$ cat src/rtl/mips_pkg.sv
// Shared front-end definitions: next-PC mux encodings, sequencer states and the
// per-cycle front-end control bundle.
package mips_pkg;

   localparam int unsigned REG_W   = 5;
   localparam int unsigned PCSRC_W = 2;

   typedef enum logic [PCSRC_W-1:0] {
      PCSRC_SEQ = 2'd0,
      PCSRC_BR  = 2'd1,
      PCSRC_JR  = 2'd2,
      PCSRC_J   = 2'd3
   } pcsrc_e;

   typedef enum logic [1:0] {
      FE_BOOT  = 2'd0,
      FE_RUN   = 2'd1,
      FE_IMISS = 2'd2
   } fe_state_e;

   typedef struct packed {
      pcsrc_e pcsrc;
      logic   pc_we;
      logic   ifid_we;
      logic   ifid_flush;
      logic   idex_bubble;
   } fe_ctrl_t;

endpackage

$ cat src/rtl/sat_counter.sv
// Up-counter with synchronous clear that sticks at MAX instead of wrapping.
module sat_counter #(
   parameter int unsigned   W   = 8,
   parameter logic [W-1:0]  MAX = '1
) (
   input  logic         clk,
   input  logic         rst,
   input  logic         clr_i,
   input  logic         inc_i,
   output logic [W-1:0] cnt_o
);

   logic [W-1:0] cnt_q, cnt_d;

   always_comb begin
      cnt_d = cnt_q;
      if (clr_i) begin
         cnt_d = '0;
      end else if (inc_i && (cnt_q != MAX)) begin
         cnt_d = cnt_q + W'(1);
      end
   end

   always_ff @(posedge clk or posedge rst) begin
      if (rst) begin
         cnt_q <= '0;
      end else begin
         cnt_q <= cnt_d;
      end
   end

   assign cnt_o = cnt_q;

endmodule

$ cat src/rtl/pc_redirect_ctrl.sv
// Front-end sequencer: next-PC select, load-use / imem-wait holds, IF/ID flush,
// ID/EX bubble, fetch timeout flag and saturating stall/redirect counters.
module pc_redirect_ctrl
   import mips_pkg::*;
#(
   parameter bit          BRANCH_FLUSH  = 1'b1,
   parameter int unsigned IMISS_TIMEOUT = 64,
   parameter int unsigned CNT_W         = 32
) (
   input  logic               clk,
   input  logic               rst,
   input  logic               id_valid,
   input  logic               id_beq,
   input  logic               id_bne,
   input  logic               id_j,
   input  logic               id_jr,
   input  logic               id_uses_rt,
   input  logic [REG_W-1:0]   id_rs,
   input  logic [REG_W-1:0]   id_rt,
   input  logic               id_rs_eq_rt,
   input  logic               ex_mem_read,
   input  logic [REG_W-1:0]   ex_rd,
   input  logic               imem_ready,
   output logic [PCSRC_W-1:0] pcsrc,
   output logic               pc_we,
   output logic               ifid_we,
   output logic               ifid_flush,
   output logic               idex_bubble,
   output logic               fetch_err,
   output logic [CNT_W-1:0]   stall_cnt,
   output logic [CNT_W-1:0]   redirect_cnt
);

   localparam int unsigned       MISS_W   = $clog2(IMISS_TIMEOUT + 1);
   localparam logic [MISS_W-1:0] MISS_MAX = MISS_W'(IMISS_TIMEOUT);
   localparam logic [MISS_W-1:0] MISS_PRE = MISS_W'(IMISS_TIMEOUT - 1);

   fe_state_e         state_q, state_d;
   fe_ctrl_t          ctrl;
   pcsrc_e            take_sel;
   logic              lu, take, redirect_apply;
   logic              stall_inc, miss_inc, miss_clr;
   logic              fetch_err_q, fetch_err_d;
   logic [MISS_W-1:0] miss_cnt;

   // Hazard terms from the ID/EX boundary.
   assign lu = id_valid && ex_mem_read && (ex_rd != '0) &&
               ((ex_rd == id_rs) || (id_uses_rt && (ex_rd == id_rt)));

   assign take = id_valid &&
                 (id_j || id_jr || (id_beq && id_rs_eq_rt) || (id_bne && !id_rs_eq_rt));

   always_comb begin
      take_sel = PCSRC_BR;
      if (id_jr) begin
         take_sel = PCSRC_JR;
      end else if (id_j) begin
         take_sel = PCSRC_J;
      end
   end

   // Next-state and output decode; imem hold beats load-use beats redirect.
   always_comb begin
      state_d          = state_q;
      ctrl.pcsrc       = PCSRC_SEQ;
      ctrl.pc_we       = 1'b0;
      ctrl.ifid_we     = 1'b0;
      ctrl.ifid_flush  = 1'b0;
      ctrl.idex_bubble = 1'b0;
      redirect_apply   = 1'b0;
      case (state_q)
         FE_BOOT: begin
            ctrl.ifid_flush  = 1'b1;
            ctrl.idex_bubble = 1'b1;
            state_d          = FE_RUN;
         end
         default: begin
            if (!imem_ready) begin
               ctrl.idex_bubble = 1'b1;
               state_d          = FE_IMISS;
            end else begin
               state_d = FE_RUN;
               if (lu) begin
                  ctrl.idex_bubble = 1'b1;
               end else if (take) begin
                  ctrl.pcsrc      = take_sel;
                  ctrl.pc_we      = 1'b1;
                  ctrl.ifid_we    = 1'b1;
                  ctrl.ifid_flush = BRANCH_FLUSH;
                  redirect_apply  = 1'b1;
               end else begin
                  ctrl.pc_we   = 1'b1;
                  ctrl.ifid_we = 1'b1;
               end
            end
         end
      endcase
   end

   always_ff @(posedge clk or posedge rst) begin
      if (rst) begin
         state_q <= FE_BOOT;
      end else begin
         state_q <= state_d;
      end
   end

   assign stall_inc = (state_q != FE_BOOT) && !ctrl.pc_we;
   assign miss_inc  = (state_q == FE_IMISS) && !imem_ready;
   assign miss_clr  = (state_d == FE_RUN);

   // Sets on the same edge the miss counter reaches the timeout; sticky until reset.
   assign fetch_err_d = fetch_err_q || (miss_inc && (miss_cnt == MISS_PRE));

   always_ff @(posedge clk or posedge rst) begin
      if (rst) begin
         fetch_err_q <= 1'b0;
      end else begin
         fetch_err_q <= fetch_err_d;
      end
   end

   sat_counter #(.W(MISS_W), .MAX(MISS_MAX)) u_miss_cnt (
      .clk   (clk),
      .rst   (rst),
      .clr_i (miss_clr),
      .inc_i (miss_inc),
      .cnt_o (miss_cnt)
   );

   sat_counter #(.W(CNT_W)) u_stall_cnt (
      .clk   (clk),
      .rst   (rst),
      .clr_i (1'b0),
      .inc_i (stall_inc),
      .cnt_o (stall_cnt)
   );

   sat_counter #(.W(CNT_W)) u_redirect_cnt (
      .clk   (clk),
      .rst   (rst),
      .clr_i (1'b0),
      .inc_i (redirect_apply),
      .cnt_o (redirect_cnt)
   );

   assign pcsrc       = ctrl.pcsrc;
   assign pc_we       = ctrl.pc_we;
   assign ifid_we     = ctrl.ifid_we;
   assign ifid_flush  = ctrl.ifid_flush;
   assign idex_bubble = ctrl.idex_bubble;
   assign fetch_err   = fetch_err_q;

endmodule

$ cat config.mk
export PLATFORM = sky130hd
export DESIGN_NAME = pc_redirect_ctrl
export DESIGN_NICKNAME = d
export VERILOG_FILES = /design/src/rtl/mips_pkg.sv /design/src/rtl/sat_counter.sv /design/src/rtl/pc_redirect_ctrl.sv
export SDC_FILE = /design/constraint.sdc
export NUM_CORES = 1
export LEC_CHECK = 0
export CAP_MARGIN = 20
export CORE_AREA = 2 2 102 104
export DETAILED_ROUTE_END_ITERATION = 10
export DIE_AREA = 0 0 104 106
export GPL_TIMING_DRIVEN = 0
export PLACE_DENSITY_LB_ADDON = 0.2
export SYNTH_ARGS = -nofsm -noshare
export SYNTH_HDL_FRONTEND = slang
export SYNTH_HIERARCHICAL = 1
export SYNTH_SLANG_ARGS = --single-unit
$ cat constraint.sdc
create_clock -name clk -period 2.8 [get_ports clk]
set_clock_uncertainty 0.15 [all_clocks]
set_input_delay 0.28 -clock clk [delete_from_list [all_inputs] [get_ports clk]]
set_output_delay 0.28 -clock clk [all_outputs]
set_load 0.02 [all_outputs]
==> summary.md <==
| Metric | Value |
|---|---|
| Status | `complete, no violations` |
| Area Growth Syn to Fin | `39.9%` |
| Initial drt markers | `206` |
| Worst Setup Path Type | `primary input to flip-flop` |
| Largest net degree at the start of global routing | `22` |
| Total number of vias | `4247` |
| Setup TNS | `0 ns` |
| YS warnings | `6` |
| Port buffer count | `95` |
| Vias per std cell | `5.76` |
| Overall Global Routing Usage | `21.0%` |
| Fmax | `0.364 GHz` |
| Nets@finish | `626` |
| Synth Flop Type | `dfrtp_1` |
| Routed Antenna Nets | `0` |
| Drt pass-1 iters | `5` |
| Yosys reg bits | `74` |
| Most common cell in the netlist | `dfrtp_1` |
| H-tree Lvls | `3` |
| Layout cells sized above 1 | `between 10% and 20%` |
| Total CTS buffers | `9` |
| Crit end category | `flip-flop` |
| Startpoint types | `primary input` |
| Top cell type's share of synthesized area | `42.7%` |
| Final wirelength | `approximately 12000 um` |
| Worst min path class | `primary input to async pin` |
| Clk sinks | `74` |
| Synth top area cells | `dfrtp_1 (43%), a21oi_1 (7.0%), o31ai_1 (5.2%), or4_1 (5.0%), or3_1 (3.9%)` |
| Required time of the critical path | `2.91 ns` |
| CTS tree | `yes` |
| Minimum clock period | `about 2.7 ns` |
| First-pass GRT wire length | `19200 um` |
| Residual DRC count | `0` |
| Core Rows | `37` |
| Clk root buf | `clkbuf_8` |
| Vias in the first global route | `4087` |
| HPWL after DPL | `8270 um` |
| Final Hold Fails | `0` |
| Hold_ws | `around 0.086 ns` |
| Core area | `around 10000 um2` |
| CP Data Arrival Time | `2.86 ns` |
| Initial Utilization | `43.3%` |
| Synthesized area per cell | `9.28 um2` |
| Max-Cap Viols | `0` |
| Clk buf depth | `2` |
| Worst vdd ir | `215 uV` |
| Clock slew at reported path FFs | `about 0.080 ns` |
| PwrDens | `~380 nW/um2` |
| Ant diodes | `0` |
| Initial antenna violation count | `0` |
| Fin. max-slew vios | `0` |
| Vert. Die Dim | `106 um` |
| CP max FO | `6` |
| Remaining global-route overflow | `0` |
| Leak pwr | `2.28 nW` |
| Worst slew margin | `48.8%` |
| Setup Viol. Count Final | `0` |
| Die W | `104 um` |
| Wire per inst | `15.8 um` |
| Ys async rst share | `100%` |
| Seq/Total Area, Yosys | `42.7%` |
| Netlist cell types | `59` |
| Crit share post-route | `98.0%` |
| Post-synth EDFFs | `0` |
| Synth Cell Area | `4330 um2` |
| I/O pin total | `97` |
| Least-Margin Pin Slew | `0.761 ns` |
| Die ar. | `11000 um2` |
| Synthesized instance count | `467` |
| Routability cong. | `0.824` |
| Power Total | `0.00231 W` |
| Top cells by count, synth | `dfrtp_1 (74), a21oi_1 (61), nand2_1 (31)` |
| Post-synth top area cell | `dfrtp_1` |
| Worst-Skew Late Latency | `0.34 ns` |
metrics by stage:
step / utilization, % / cell area, um2 / cells / setup WS (ns)
2_1_floorplan: - / 4370 / 476 / 0.0640
3_3_place_gp: 55.0 / 5500 / 707 / -1.05
3_5_place_dp: 55.5 / 5550 / 709 / -1.25
4_1_cts: 59.3 / 5930 / 733 / -0.0132
5_1_grt: 60.6 / 6060 / 737 / -0.00988
6_report: 60.6 / 6060 / 737 / 0.0550
area by class of cell:
| type | count | area, um2 |
|---|---|---|
| well taps | 136 | 170 |
| fillers | 896 | 3940 |
| multi-input cells | 363 | 2510 |
| flip-flops and latches | 74 | 1850 |
| inverters | 22 | 82.6 |
| clock inverters | 7 | 116 |
| repair buffers | 110 | 1110 |
| clock buffers | 9 | 124 |
| plain buffers | 16 | 96.3 |
layout by cell type, fill, tap and decap left out, drive strengths merged, types with 5 or more instances in the layout:
| master | n |
|---|---|
| a21oi | 61 |
| and3 | 6 |
| and4 | 8 |
| buf | 20 |
| clkbuf | 20 |
| clkdlybuf4s50 | 88 |
| conb | 10 |
| dfrtp | 74 |
| dlygate4sd2 | 5 |
| inv | 23 |
| nand2 | 31 |
| nand3 | 23 |
| nand4 | 18 |
| nor2 | 16 |
| nor4 | 6 |
| o21ai | 26 |
| o31ai | 30 |
| or3 | 29 |
| or4 | 31 |
| xnor2 | 15 |
layer usage:
layer	share of wire, %	GRT usage [%]	vias up
met5	0	0	-
met3	4.3	3.86	19
li1	-	-	2055
met2	52	36.4	115
met1	42	26.1	2058
met4	2.0	8.01	0
path summary, 6_finish.rpt:
| check | from | endpoint | slack, ns | depth (start not counted) |
|---|---|---|---|---|
| worst max-delay path | ex_rd[0] | u_redirect_cnt/cnt_o[19] | 0.05 | 10 |
| min in group clk | imem_ready | state_q[1] | 0.13 | 2 |
| worst max register to register | u_redirect_cnt/cnt_o[4] | u_redirect_cnt/cnt_o[20] | 0.20 | 6 |
| worst min register to register | fetch_err | fetch_err | 0.32 | 1 |
| worst min-delay path | rst | state_q[0] | 0.09 | 2 |
| max in group asynchronous | rst | u_stall_cnt/cnt_o[29] | 1.60 | 3 |
repair_timing:
action,4_1_cts,5_1_grt
pin swaps,12,15
resized for setup,19,18
setup endpoints to repair,53,30
buffers inserted,8,4
hold buffers,0,0
critical path, cell delays in order:
cell and delay, ns:
dlygate4sd2_1 0.28, or3_4 0.40, o311a_4 0.35, a21oi_4 0.21
nand4_1 0.21, nor3_4 0.23, o311ai_4 0.18, buf_6 0.16
or4_1 0.42, a21oi_2 0.13
flip-flops by register name (all words and copies together), names as in the netlist:
register	count
u_redirect_cnt/cnt_o	32
u_stall_cnt/cnt_o	32
u_miss_cnt/cnt_o	7
state_q	2
fetch_err	1
kinds of logic (layout without fill, tap and decap cells):
logic type	Yosys count	after routing	share of synthesized area [%]
xor+xnor	18	18	3.64
buf+inv	39	164	3.93
fa+ha+maj	4	4	1.16
compound gates	142	142	21.1
simple gates	186	186	26.7
other cells	1	10	0.0866
mux	3	3	0.722
flops	74	74	42.7
report_power, final:
| group | internal (W) | total, W | switching [W] | leakage [nW] |
|---|---|---|---|---|
| registers | 0.00108 | 0.00108 | 0.00000756 | 1.03 |
| clock network | 0.000592 | 0.00101 | 0.000413 | 0.120 |
| logic | 0.000102 | 0.000224 | 0.000121 | 1.14 |
| total | 0.00177 | 0.00231 | 0.000542 | 2.28 |
No activity file was read; power rests on OpenSTA's default activity.
